==> src/rtl/vicii_pkg.sv <==
// Shared VIC-II constants: register addresses, colour width, sprite count.
// No logic, so no latency or backpressure of its own.
package vicii_pkg;

    localparam int COLOR_W  = 4;
    localparam int NSPR_DEF = 8;

    localparam logic [15:0] ADDR_MDP = 16'hD01B;
    localparam logic [15:0] ADDR_MM  = 16'hD01E;
    localparam logic [15:0] ADDR_MD  = 16'hD01F;
    localparam logic [15:0] ADDR_EC  = 16'hD020;

endpackage

==> src/rtl/vicii_sprite_prio_enc.sv <==
// Sprite priority encoder: lowest set index wins, plus any/multi-hit flags.
// Purely combinational; no flow control.
module vicii_sprite_prio_enc
    import vicii_pkg::*;
#(
    parameter int NSPR = NSPR_DEF,
    parameter int WW   = (NSPR > 1) ? $clog2(NSPR) : 1
) (
    input  logic [NSPR-1:0] en,
    output logic            any_en,
    output logic [WW-1:0]   w,
    output logic            multi_hit
);

    logic [3:0] cnt;

    // Scan from the top down so the lowest enabled index is written last.
    always_comb begin
        w   = '0;
        cnt = 4'd0;
        for (int i = NSPR - 1; i >= 0; i--) begin
            cnt = cnt + {3'b000, en[i]};
            if (en[i]) begin
                w = i[WW-1:0];
            end
        end
    end

    assign any_en    = |en;
    assign multi_hit = (cnt >= 4'd2);

endmodule

==> src/rtl/vicii_sprite_mux.sv <==
// Sprite/background/border colour mux with clear-on-read collision latches and IRQ pulses.
// One-cycle registered latency on every output; never stalls.
module vicii_sprite_mux
    import vicii_pkg::*;
#(
    parameter int NSPR = NSPR_DEF
) (
    input  logic                    clk,
    input  logic                    reset,
    input  logic [NSPR-1:0]         spr_en,
    input  logic [COLOR_W*NSPR-1:0] spr_pixel,
    input  logic [COLOR_W-1:0]      gfx_pixel,
    input  logic                    gfx_fg,
    input  logic                    border,
    input  logic [COLOR_W-1:0]      EC,
    input  logic [NSPR-1:0]         MDP,
    input  logic                    rd_mm,
    input  logic                    rd_md,
    output logic [COLOR_W-1:0]      pixel_out,
    output logic [NSPR-1:0]         mm,
    output logic [NSPR-1:0]         md,
    output logic                    irq_mmc,
    output logic                    irq_mbc
);

    localparam int WW = (NSPR > 1) ? $clog2(NSPR) : 1;

    logic            any_en;
    logic [WW-1:0]   w;
    logic            multi_hit;
    logic [COLOR_W-1:0] win_pixel;
    logic [COLOR_W-1:0] pixel_nxt;
    logic [NSPR-1:0] cmm;
    logic [NSPR-1:0] cmd;
    logic [NSPR-1:0] mm_base;
    logic [NSPR-1:0] md_base;

    vicii_sprite_prio_enc #(.NSPR(NSPR), .WW(WW)) u_prio (
        .en        (spr_en),
        .any_en    (any_en),
        .w         (w),
        .multi_hit (multi_hit)
    );

    always_comb begin
        win_pixel = '0;
        for (int i = 0; i < NSPR; i++) begin
            if (w == i[WW-1:0]) begin
                win_pixel = spr_pixel[i*COLOR_W +: COLOR_W];
            end
        end
    end

    always_comb begin
        pixel_nxt = win_pixel;
        if (border) begin
            pixel_nxt = EC;
        end else if (!any_en) begin
            pixel_nxt = gfx_pixel;
        end else if (MDP[w] && gfx_fg) begin
            pixel_nxt = gfx_pixel;
        end
    end

    // Border pixels are invisible, so they never count as collisions.
    assign cmm = (!border && multi_hit) ? spr_en : '0;
    assign cmd = (!border && gfx_fg)    ? spr_en : '0;

    // A read clears the old contents but a coincident hit is still latched.
    assign mm_base = rd_mm ? '0 : mm;
    assign md_base = rd_md ? '0 : md;

    always_ff @(posedge clk) begin
        if (reset) begin
            pixel_out <= '0;
            mm        <= '0;
            md        <= '0;
            irq_mmc   <= 1'b0;
            irq_mbc   <= 1'b0;
        end else begin
            pixel_out <= pixel_nxt;
            mm        <= mm_base | cmm;
            md        <= md_base | cmd;
            irq_mmc   <= (mm_base == '0) && (cmm != '0);
            irq_mbc   <= (md_base == '0) && (cmd != '0);
        end
    end

endmodule

==> config.mk <==
export PLATFORM = sky130hd
export DESIGN_NAME = vicii_sprite_mux
export DESIGN_NICKNAME = d
export VERILOG_FILES = /design/src/rtl/vicii_pkg.sv /design/src/rtl/vicii_sprite_prio_enc.sv /design/src/rtl/vicii_sprite_mux.sv
export SDC_FILE = /design/constraint.sdc
export NUM_CORES = 1
export LEC_CHECK = 0
export BUFFER_PORTS_ARGS = -buffer_cell sky130_fd_sc_hd__buf_2
export CAP_MARGIN = 20
export CORE_UTILIZATION = 45
export DETAILED_ROUTE_END_ITERATION = 12
export GPL_ROUTABILITY_DRIVEN = 0
export HOLD_SLACK_MARGIN = 0.15
export PLACE_DENSITY = 0.79
export SLEW_MARGIN = 10
export SYNTH_ARGS = -nofsm -noshare
export SYNTH_HDL_FRONTEND = slang
export SYNTH_SLANG_ARGS = --single-unit
==> constraint.sdc <==
create_clock -name clk -period 7.4 [get_ports clk]
set_input_delay 0.74 -clock clk [delete_from_list [all_inputs] [get_ports clk]]
set_output_delay 0.74 -clock clk [all_outputs]
set_load 0.03 [all_outputs]
==> flow_results.xml, run 1 <==
<?xml version="1.0" encoding="UTF-8"?>
<metrics>
  <group name="outcome">
    <metric name="run_status" unit="">finished clean</metric>
  </group>
  <group name="clocking">
    <metric name="ctsHtreeMaxLevel" unit="">1</metric>
    <metric name="clk_path_buf_depth" unit="">2</metric>
    <metric name="ctsResizeCount" unit="">0</metric>
    <metric name="clock-root-buffer" unit="">clkbuf_8</metric>
    <metric name="clk_pin_slew" unit="ns">0.08</metric>
    <metric name="cts.hold.buffers_added" unit="">0</metric>
    <metric name="tritoncts" unit="">done</metric>
    <metric name="insertion_delay" unit="ns">0.28</metric>
    <metric name="cts_buffers" unit="">3</metric>
    <metric name="cts_setup_buffers" unit="">0</metric>
    <metric name="cts_sinks" unit="">22</metric>
  </group>
  <group name="detailed_routing">
    <metric name="routed_wire_length_per_instance" unit="um">14.76</metric>
    <metric name="drt_pass1_iterations" unit="">4</metric>
    <metric name="detail_route.drc_violations" unit="">0</metric>
    <metric name="dr.first_iter.drc_count" unit="">93</metric>
    <metric name="routed_wl" unit="mm">5.002</metric>
    <metric name="drt-vias-per-instance" unit="">5.558</metric>
    <metric name="via_count" unit="">1884</metric>
    <metric name="final_antenna_net_count" unit="">0</metric>
  </group>
  <group name="sta">
    <metric name="layout_min_cycle_time" unit="ns">3.741</metric>
    <metric name="postLayoutSetupSlackWorst" unit="ns">3.659</metric>
    <metric name="timing.final.crit_share" unit="">0.5056</metric>
    <metric name="grt_setup_unrepaired" unit="">no</metric>
    <metric name="timing.final.hold_violations" unit="">0</metric>
    <metric name="worst_pin_slew" unit="ns">0.8607</metric>
    <metric name="finClkSkew" unit="ns">0.003297</metric>
    <metric name="max_freq" unit="MHz">267.3</metric>
    <metric name="setup_violations" unit="">0</metric>
    <metric name="slew_viol_final" unit="">0</metric>
    <metric name="fin_tns_setup" unit="ns">0</metric>
    <metric name="relative_max_transition_margin" unit="">0.4228</metric>
  </group>
  <group name="yosys">
    <metric name="yosys_register_bits" unit="">22</metric>
    <metric name="syn-instance-count" unit="">216</metric>
    <metric name="number_of_enable_type_register_cells_in_the_synthesized_netlist" unit="">0</metric>
    <metric name="seq_total_area_yosys" unit="">0.2629</metric>
    <metric name="synth_flop_cell" unit="">dfxtp_1</metric>
    <metric name="ys_types" unit="">41</metric>
    <metric name="ys_top_cells_by_count" unit="">nor2_1 (34), a21oi_1 (29), dfxtp_1 (22), nor2b_1 (19), inv_1 (16)</metric>
    <metric name="synth_top_area_cell" unit="">dfxtp_1</metric>
    <metric name="synthesis.area_per_instance" unit="um2">7.756</metric>
    <metric name="post-synth-top-area-fraction" unit="">0.2629</metric>
    <metric name="synth_area_leaders" unit="">dfxtp_1 (26%), a21oi_1 (8.7%), nor2_1 (7.6%), nor2b_1 (7.1%), fa_1 (4.8%)</metric>
    <metric name="yosys.cell_count.top_type" unit="">nor2_1</metric>
    <metric name="async_reset_ff_frac" unit="">0</metric>
    <metric name="synth_area" unit="um2">1675</metric>
    <metric name="synth_fp_nets" unit="">287</metric>
    <metric name="yosys_warnings" unit="">0</metric>
  </group>
  <group name="setup_path">
    <metric name="worst-endpoint-arrival" unit="ns">3.95</metric>
    <metric name="critical_path.max_fanout" unit="">9</metric>
    <metric name="timing.critical_path.to_type" unit="">flop</metric>
    <metric name="worst-setup-path-type" unit="">input port to flop</metric>
    <metric name="worst_setup_path_start_kind" unit="">input port</metric>
    <metric name="timing.critical_path.required" unit="ns">7.61</metric>
  </group>
  <group name="die">
    <metric name="fp.dieArea" unit="um2">3971</metric>
    <metric name="row_count" unit="">21</metric>
    <metric name="starting_density" unit="">0.4867</metric>
    <metric name="ioPinCount" unit="">84</metric>
    <metric name="design.core.area" unit="um2">3442</metric>
    <metric name="die_x" unit="um">63.02</metric>
    <metric name="fp.dieH" unit="um">63.02</metric>
  </group>
  <group name="global_route">
    <metric name="grt_pass1_vias" unit="">1760</metric>
    <metric name="globalRoute.totalOverflow" unit="">0</metric>
    <metric name="grt_first_pass_wirelength" unit="mm">8.238</metric>
    <metric name="gr-usage-all-layers" unit="">0.2600</metric>
    <metric name="antenna_found_initial" unit="">0</metric>
    <metric name="grt_start_max_net_pins" unit="">23</metric>
  </group>
  <group name="hold_path">
    <metric name="worstHoldPathType" unit="">flop to flop</metric>
  </group>
  <group name="place">
    <metric name="port_buffers" unit="">83</metric>
    <metric name="pre_cts_ws" unit="ns">3.323</metric>
    <metric name="place.detailed.hpwl" unit="mm">3.807</metric>
    <metric name="detailed_place.area" unit="um2">2092</metric>
  </group>
  <group name="final_layout">
    <metric name="final_area" unit="um2">2163</metric>
    <metric name="synthToLayoutAreaGrowth" unit="%">29.13</metric>
    <metric name="fraction_of_final_layout_cells_sized_beyond_drive_strength_1" unit="">0.3311</metric>
    <metric name="finish.net_count" unit="">365</metric>
    <metric name="antennaDiodeCount" unit="">0</metric>
  </group>
  <group name="power">
    <metric name="vdd_ir_drop_max" unit="V">0.0001455</metric>
    <metric name="leakagePower" unit="nW">1.027</metric>
    <metric name="power_density" unit="nW/um2">172.3</metric>
  </group>
  <group name="flow_run">
    <metric name="timing.max_cap.violations" unit="">0</metric>
  </group>
</metrics>
logic make-up after synthesis:
group / after synthesis / share of synthesized area
flip-flops: 22 / 0.2629
multiplexers: 4 / 0.02390
adder cells (fa/ha/maj): 9 / 0.08514
buffers and inverters: 26 / 0.06945
AO/OA/AOI/OAI: 69 / 0.2980
AND/OR/NAND/NOR: 86 / 0.2606
worst max-delay path, cell delays in order:
cell	delay, ns
buf_2	0.12
inv_1	0.07
ha_1	0.29
inv_1	0.07
fa_1	0.42
fa_1	0.49
inv_1	0.05
fa_1	0.38
inv_1	0.08
fa_1	0.41
a21oi_1	0.56
a21oi_1	0.17
nor2_1	0.12
power breakdown:
| part | switching, mW | internal (mW) | total, mW | leakage (nW) |
|---|---|---|---|---|
| combinational | 0.0747 | 0.0479 | 0.123 | 0.810 |
| sequential | 0.00554 | 0.127 | 0.133 | 0.181 |
| clock | 0.0446 | 0.0724 | 0.117 | 0.0357 |
| total | 0.125 | 0.248 | 0.373 | 1.03 |
final timing paths:
path | startpoint | end | slack [ns] | depth (start not counted)
max reg2reg | md[6] | irq_mbc | 6.42 | 3
min | mm[7] | irq_mmc | 0.62 | 3
min reg2reg | mm[7] | irq_mmc | 0.62 | 3
max | spr_en[6] | mm[7] | 3.66 | 13
metrics by stage:
stage | power, mW | cells | hold WS, ns | utilization
detailed placement | 0.2578 | 335 | 0.5959 | 0.6078
finish | 0.3727 | 339 | 0.6239 | 0.6285
floorplan | 0.2166 | 216 | 0.7488 | -
CTS | 0.3736 | 339 | 0.6082 | 0.6285
global route | 0.3929 | 339 | 0.6388 | 0.6285
global placement | 0.2554 | 335 | 0.6003 | 0.6078
state kept, by name, indices dropped and copies added, names as in the netlist:
register and cells:
irq_mbc 1, irq_mmc 1, md 8, mm 8
pixel_out 4
cell type report:
| cell class | count | area, um2 |
|---|---|---|
| inverters | 16 | 60.06 |
| flip-flops and latches | 22 | 440.4 |
| multi-input cells | 168 | 1119 |
| fillers | 348 | 1279 |
| clock buffers | 3 | 41.29 |
| repair buffers | 83 | 415.4 |
| well taps | 46 | 57.56 |
| clock inverters | 1 | 30.03 |
cell usage in the layout, fill, tap and decap left out, types with 4 or more instances in the layout:
cell type | Yosys | layout
buf_2 | 3 | 83
nor3_1 | 7 | 7
a22oi_1 | 4 | 4
ha_1 | 5 | 5
inv_1 | 16 | 16
nor4_1 | 5 | 5
nand3_1 | 5 | 5
fa_1 | 4 | 4
nor2b_1 | 19 | 19
o21ai_0 | 6 | 6
mux2i_1 | 4 | 4
dfxtp_1 | 22 | 22
nor2_1 | 34 | 34
nand2_1 | 6 | 6
a21oi_1 | 29 | 29
routing by layer:
metal	track usage	wire [um]	share of wire	vias up
met1	0.3326	2280	0.46	856
met2	0.4516	2341	0.47	91
met5	0	0	0	-
met4	0.05233	32	0.0064	0
li1	-	-	-	933
met3	0.04562	347	0.069	4
No activity file was read; power rests on OpenSTA's default activity.
==> inputs of run 2 (changes only) <==
- clock period: 7.4 -> 3.7 ns (I/O delays scaled with it)
==> run 2 against run 1 <==
Net effect: routed wire length shrank 0.78%; first-iteration DRC count grew 53%; worst setup slack lost 3.1 ns; critical path type unchanged; sequential cell count is the same; combinational power grew 110%.
==> flow_results.xml, run 2 (synthesis results as in run 1) <==
<?xml version="1.0" encoding="UTF-8"?>
<metrics>
  <group name="final_layout">
    <metric name="layout_common_cells" unit="">buf_2 (83), nor2_1 (34), a21oi_1 (29), dfxtp_1 (22), nor2b_1 (19)</metric>
    <metric name="antennaDiodeCount" unit="">0</metric>
    <metric name="multiInputGateArea" unit="um2">1119</metric>
    <metric name="register_area" unit="um2">440.4</metric>
    <metric name="layout_commonest_cell" unit="">buf_2</metric>
    <metric name="synthToLayoutAreaGrowth" unit="%">30.47</metric>
    <metric name="final_core_util" unit="">0.6350</metric>
    <metric name="finish.net_count" unit="">368</metric>
    <metric name="largest_registers" unit="">md x8, mm x8, pixel_out x4</metric>
    <metric name="fraction_of_final_layout_cells_sized_beyond_drive_strength_1" unit="">0.3378</metric>
    <metric name="fill_cells" unit="">326</metric>
  </group>
  <group name="flow_run">
    <metric name="timing.max_cap.violations" unit="">0</metric>
  </group>
  <group name="setup_path">
    <metric name="reg2reg_slack" unit="ns">2.74</metric>
    <metric name="critPathLaunch" unit="">spr_en[6]</metric>
    <metric name="worst_setup_path_start_kind" unit="">input port</metric>
    <metric name="worst-setup-path-type" unit="">input port to flop</metric>
    <metric name="critical_path.reg2reg.endpoint" unit="">irq_mbc</metric>
    <metric name="timing.critical_path.to_type" unit="">flop</metric>
    <metric name="worst-endpoint-arrival" unit="ns">3.27</metric>
    <metric name="r2r-start" unit="">md[2]</metric>
    <metric name="reg2reg_depth" unit="">3</metric>
    <metric name="crit_path_end" unit="">mm[5]</metric>
    <metric name="timing.critical_path.required" unit="ns">3.84</metric>
    <metric name="critical_path.max_fanout" unit="">9</metric>
  </group>
  <group name="clocking">
    <metric name="clock-root-buffer" unit="">clkbuf_8</metric>
    <metric name="cts.hold.buffers_added" unit="">0</metric>
    <metric name="cts_setup_buffers" unit="">0</metric>
    <metric name="cts_sinks" unit="">22</metric>
    <metric name="cts_buffers" unit="">3</metric>
    <metric name="ctsHtreeMaxLevel" unit="">1</metric>
    <metric name="ctsResizeCount" unit="">0</metric>
    <metric name="clk_pin_slew" unit="ns">0.09</metric>
    <metric name="insertion_delay" unit="ns">0.27</metric>
    <metric name="clk_path_buf_depth" unit="">2</metric>
    <metric name="tritoncts" unit="">done</metric>
  </group>
  <group name="power">
    <metric name="share_seq_of_total_power" unit="">0.354</metric>
    <metric name="post-layout-total-power" unit="mW">0.7497</metric>
    <metric name="internal-power" unit="mW">0.5014</metric>
    <metric name="vdd_ir_drop_max" unit="V">0.0002432</metric>
    <metric name="switchingPower" unit="mW">0.2483</metric>
    <metric name="comb_power_share" unit="">0.340</metric>
    <metric name="leakagePower" unit="nW">1.041</metric>
    <metric name="power_density" unit="nW/um2">343.0</metric>
    <metric name="power_switching_share" unit="">0.3312</metric>
    <metric name="clkPwrFrac" unit="">0.306</metric>
  </group>
  <group name="sta">
    <metric name="postLayoutSetupSlackWorst" unit="ns">0.5733</metric>
    <metric name="timing.final.hold_violations" unit="">0</metric>
    <metric name="worst_pin_slew" unit="ns">0.5914</metric>
    <metric name="fin_tns_setup" unit="ns">0</metric>
    <metric name="finalHoldWorstSlack" unit="ns">0.3465</metric>
    <metric name="slew_viol_final" unit="">0</metric>
    <metric name="layout_min_cycle_time" unit="ns">3.127</metric>
    <metric name="setup_violations" unit="">0</metric>
    <metric name="finClkSkew" unit="ns">0.002367</metric>
    <metric name="max_freq" unit="MHz">319.8</metric>
    <metric name="grt_setup_unrepaired" unit="">no</metric>
    <metric name="timing.final.crit_share" unit="">0.8451</metric>
    <metric name="relative_max_transition_margin" unit="">0.6021</metric>
  </group>
  <group name="global_route">
    <metric name="antenna_found_initial" unit="">0</metric>
    <metric name="gr-usage-all-layers" unit="">0.2555</metric>
    <metric name="globalRoute.totalOverflow" unit="">0</metric>
    <metric name="grt_start_max_net_pins" unit="">23</metric>
    <metric name="grt_pass1_vias" unit="">1768</metric>
    <metric name="grt_first_pass_wirelength" unit="mm">8.135</metric>
  </group>
  <group name="place">
    <metric name="pre_cts_ws" unit="ns">0.3535</metric>
    <metric name="place.detailed.hpwl" unit="mm">3.825</metric>
    <metric name="port_buffers" unit="">83</metric>
  </group>
  <group name="die">
    <metric name="starting_density" unit="">0.4867</metric>
    <metric name="ioPinCount" unit="">84</metric>
    <metric name="fp.dieArea" unit="um2">3971</metric>
    <metric name="row_count" unit="">21</metric>
    <metric name="die_x" unit="um">63.02</metric>
    <metric name="fp.dieH" unit="um">63.02</metric>
    <metric name="design.core.area" unit="um2">3442</metric>
  </group>
  <group name="detailed_routing">
    <metric name="routed_wire_length_per_instance" unit="um">14.51</metric>
    <metric name="via_count" unit="">1900</metric>
    <metric name="dr.first_iter.drc_count" unit="">142</metric>
    <metric name="detail_route.drc_violations" unit="">0</metric>
    <metric name="routed_wl" unit="mm">4.963</metric>
    <metric name="final_antenna_net_count" unit="">0</metric>
    <metric name="drt_pass1_iterations" unit="">5</metric>
    <metric name="drt-vias-per-instance" unit="">5.556</metric>
  </group>
  <group name="hold_path">
    <metric name="worstHoldPathType" unit="">input port to flop</metric>
  </group>
  <group name="outcome">
    <metric name="run_status" unit="">finished clean</metric>
  </group>
</metrics>
## run 2: changes by cell type in the layout (fill, tap and decap cells not counted), sizes merged
cell / previous run / this run
buf: 83 / 86
## run 2: routing by layer
metal  up-vias  track usage  part of all wire  routed length, um
met3         2      0.04197             0.085                424
met1       875       0.3385              0.44               2166
li1        929            -                 -                  -
met4         0      0.04070            0.0038                 19
met2        94       0.4368              0.47               2352
met5         -            0                 0                  0
## run 2: per-stage QoR
| stage | cell area (um2) | instances |
|---|---|---|
| floorplan | 1675 | 216 |
| global route | 2186 | 342 |
| detailed placement | 2115 | 338 |
| finish | 2186 | 342 |
| global placement | 2115 | 338 |
| CTS | 2186 | 342 |
## run 2: worst min path at each step
stage,slack [ns],cells after the start,end,startpoint
after floorplan,0.45,1,pixel_out[0],reset
after global placement,0.60,3,md[0],md[0]
after detailed placement,0.59,3,irq_mmc,mm[0]
after CTS,0.35,3,pixel_out[3],EC[3]
after global routing,0.35,3,pixel_out[3],EC[3]
final,0.35,3,pixel_out[3],EC[3]
## run 2: layout make-up
| cell class | count | share of cell area |
|---|---|---|
| clock buffers | 3 | 0.01889 |
| clock inverters | 1 | 0.01374 |
| inverters | 16 | 0.02748 |
| multi-input cells | 168 | 0.5117 |
| flip-flops and latches | 22 | 0.2015 |
| well taps | 46 | 0.02633 |
| repair buffers | 86 | 0.2003 |
## run 2: power groups by stage
stage / clock, mW / combinational [mW] / sequential [mW]
finish: 0.229 / 0.255 / 0.265
global route: 0.248 / 0.283 / 0.268
CTS: 0.229 / 0.254 / 0.265
detailed placement: 0 / 0.252 / 0.270
global placement: 0 / 0.245 / 0.271
floorplan: 0 / 0.128 / 0.305
## run 2: worst max-delay path, cell delays in order
cell and delay (ns):
buf_2 0.12, inv_1 0.07, ha_1 0.29, inv_1 0.07, fa_1 0.42, fa_1 0.49
inv_1 0.05, fa_1 0.41, inv_1 0.09, fa_1 0.17, inv_1 0.05, o21ai_0 0.20
a21oi_1 0.10, buf_4 0.17, a21oi_1 0.15, nor2_1 0.05
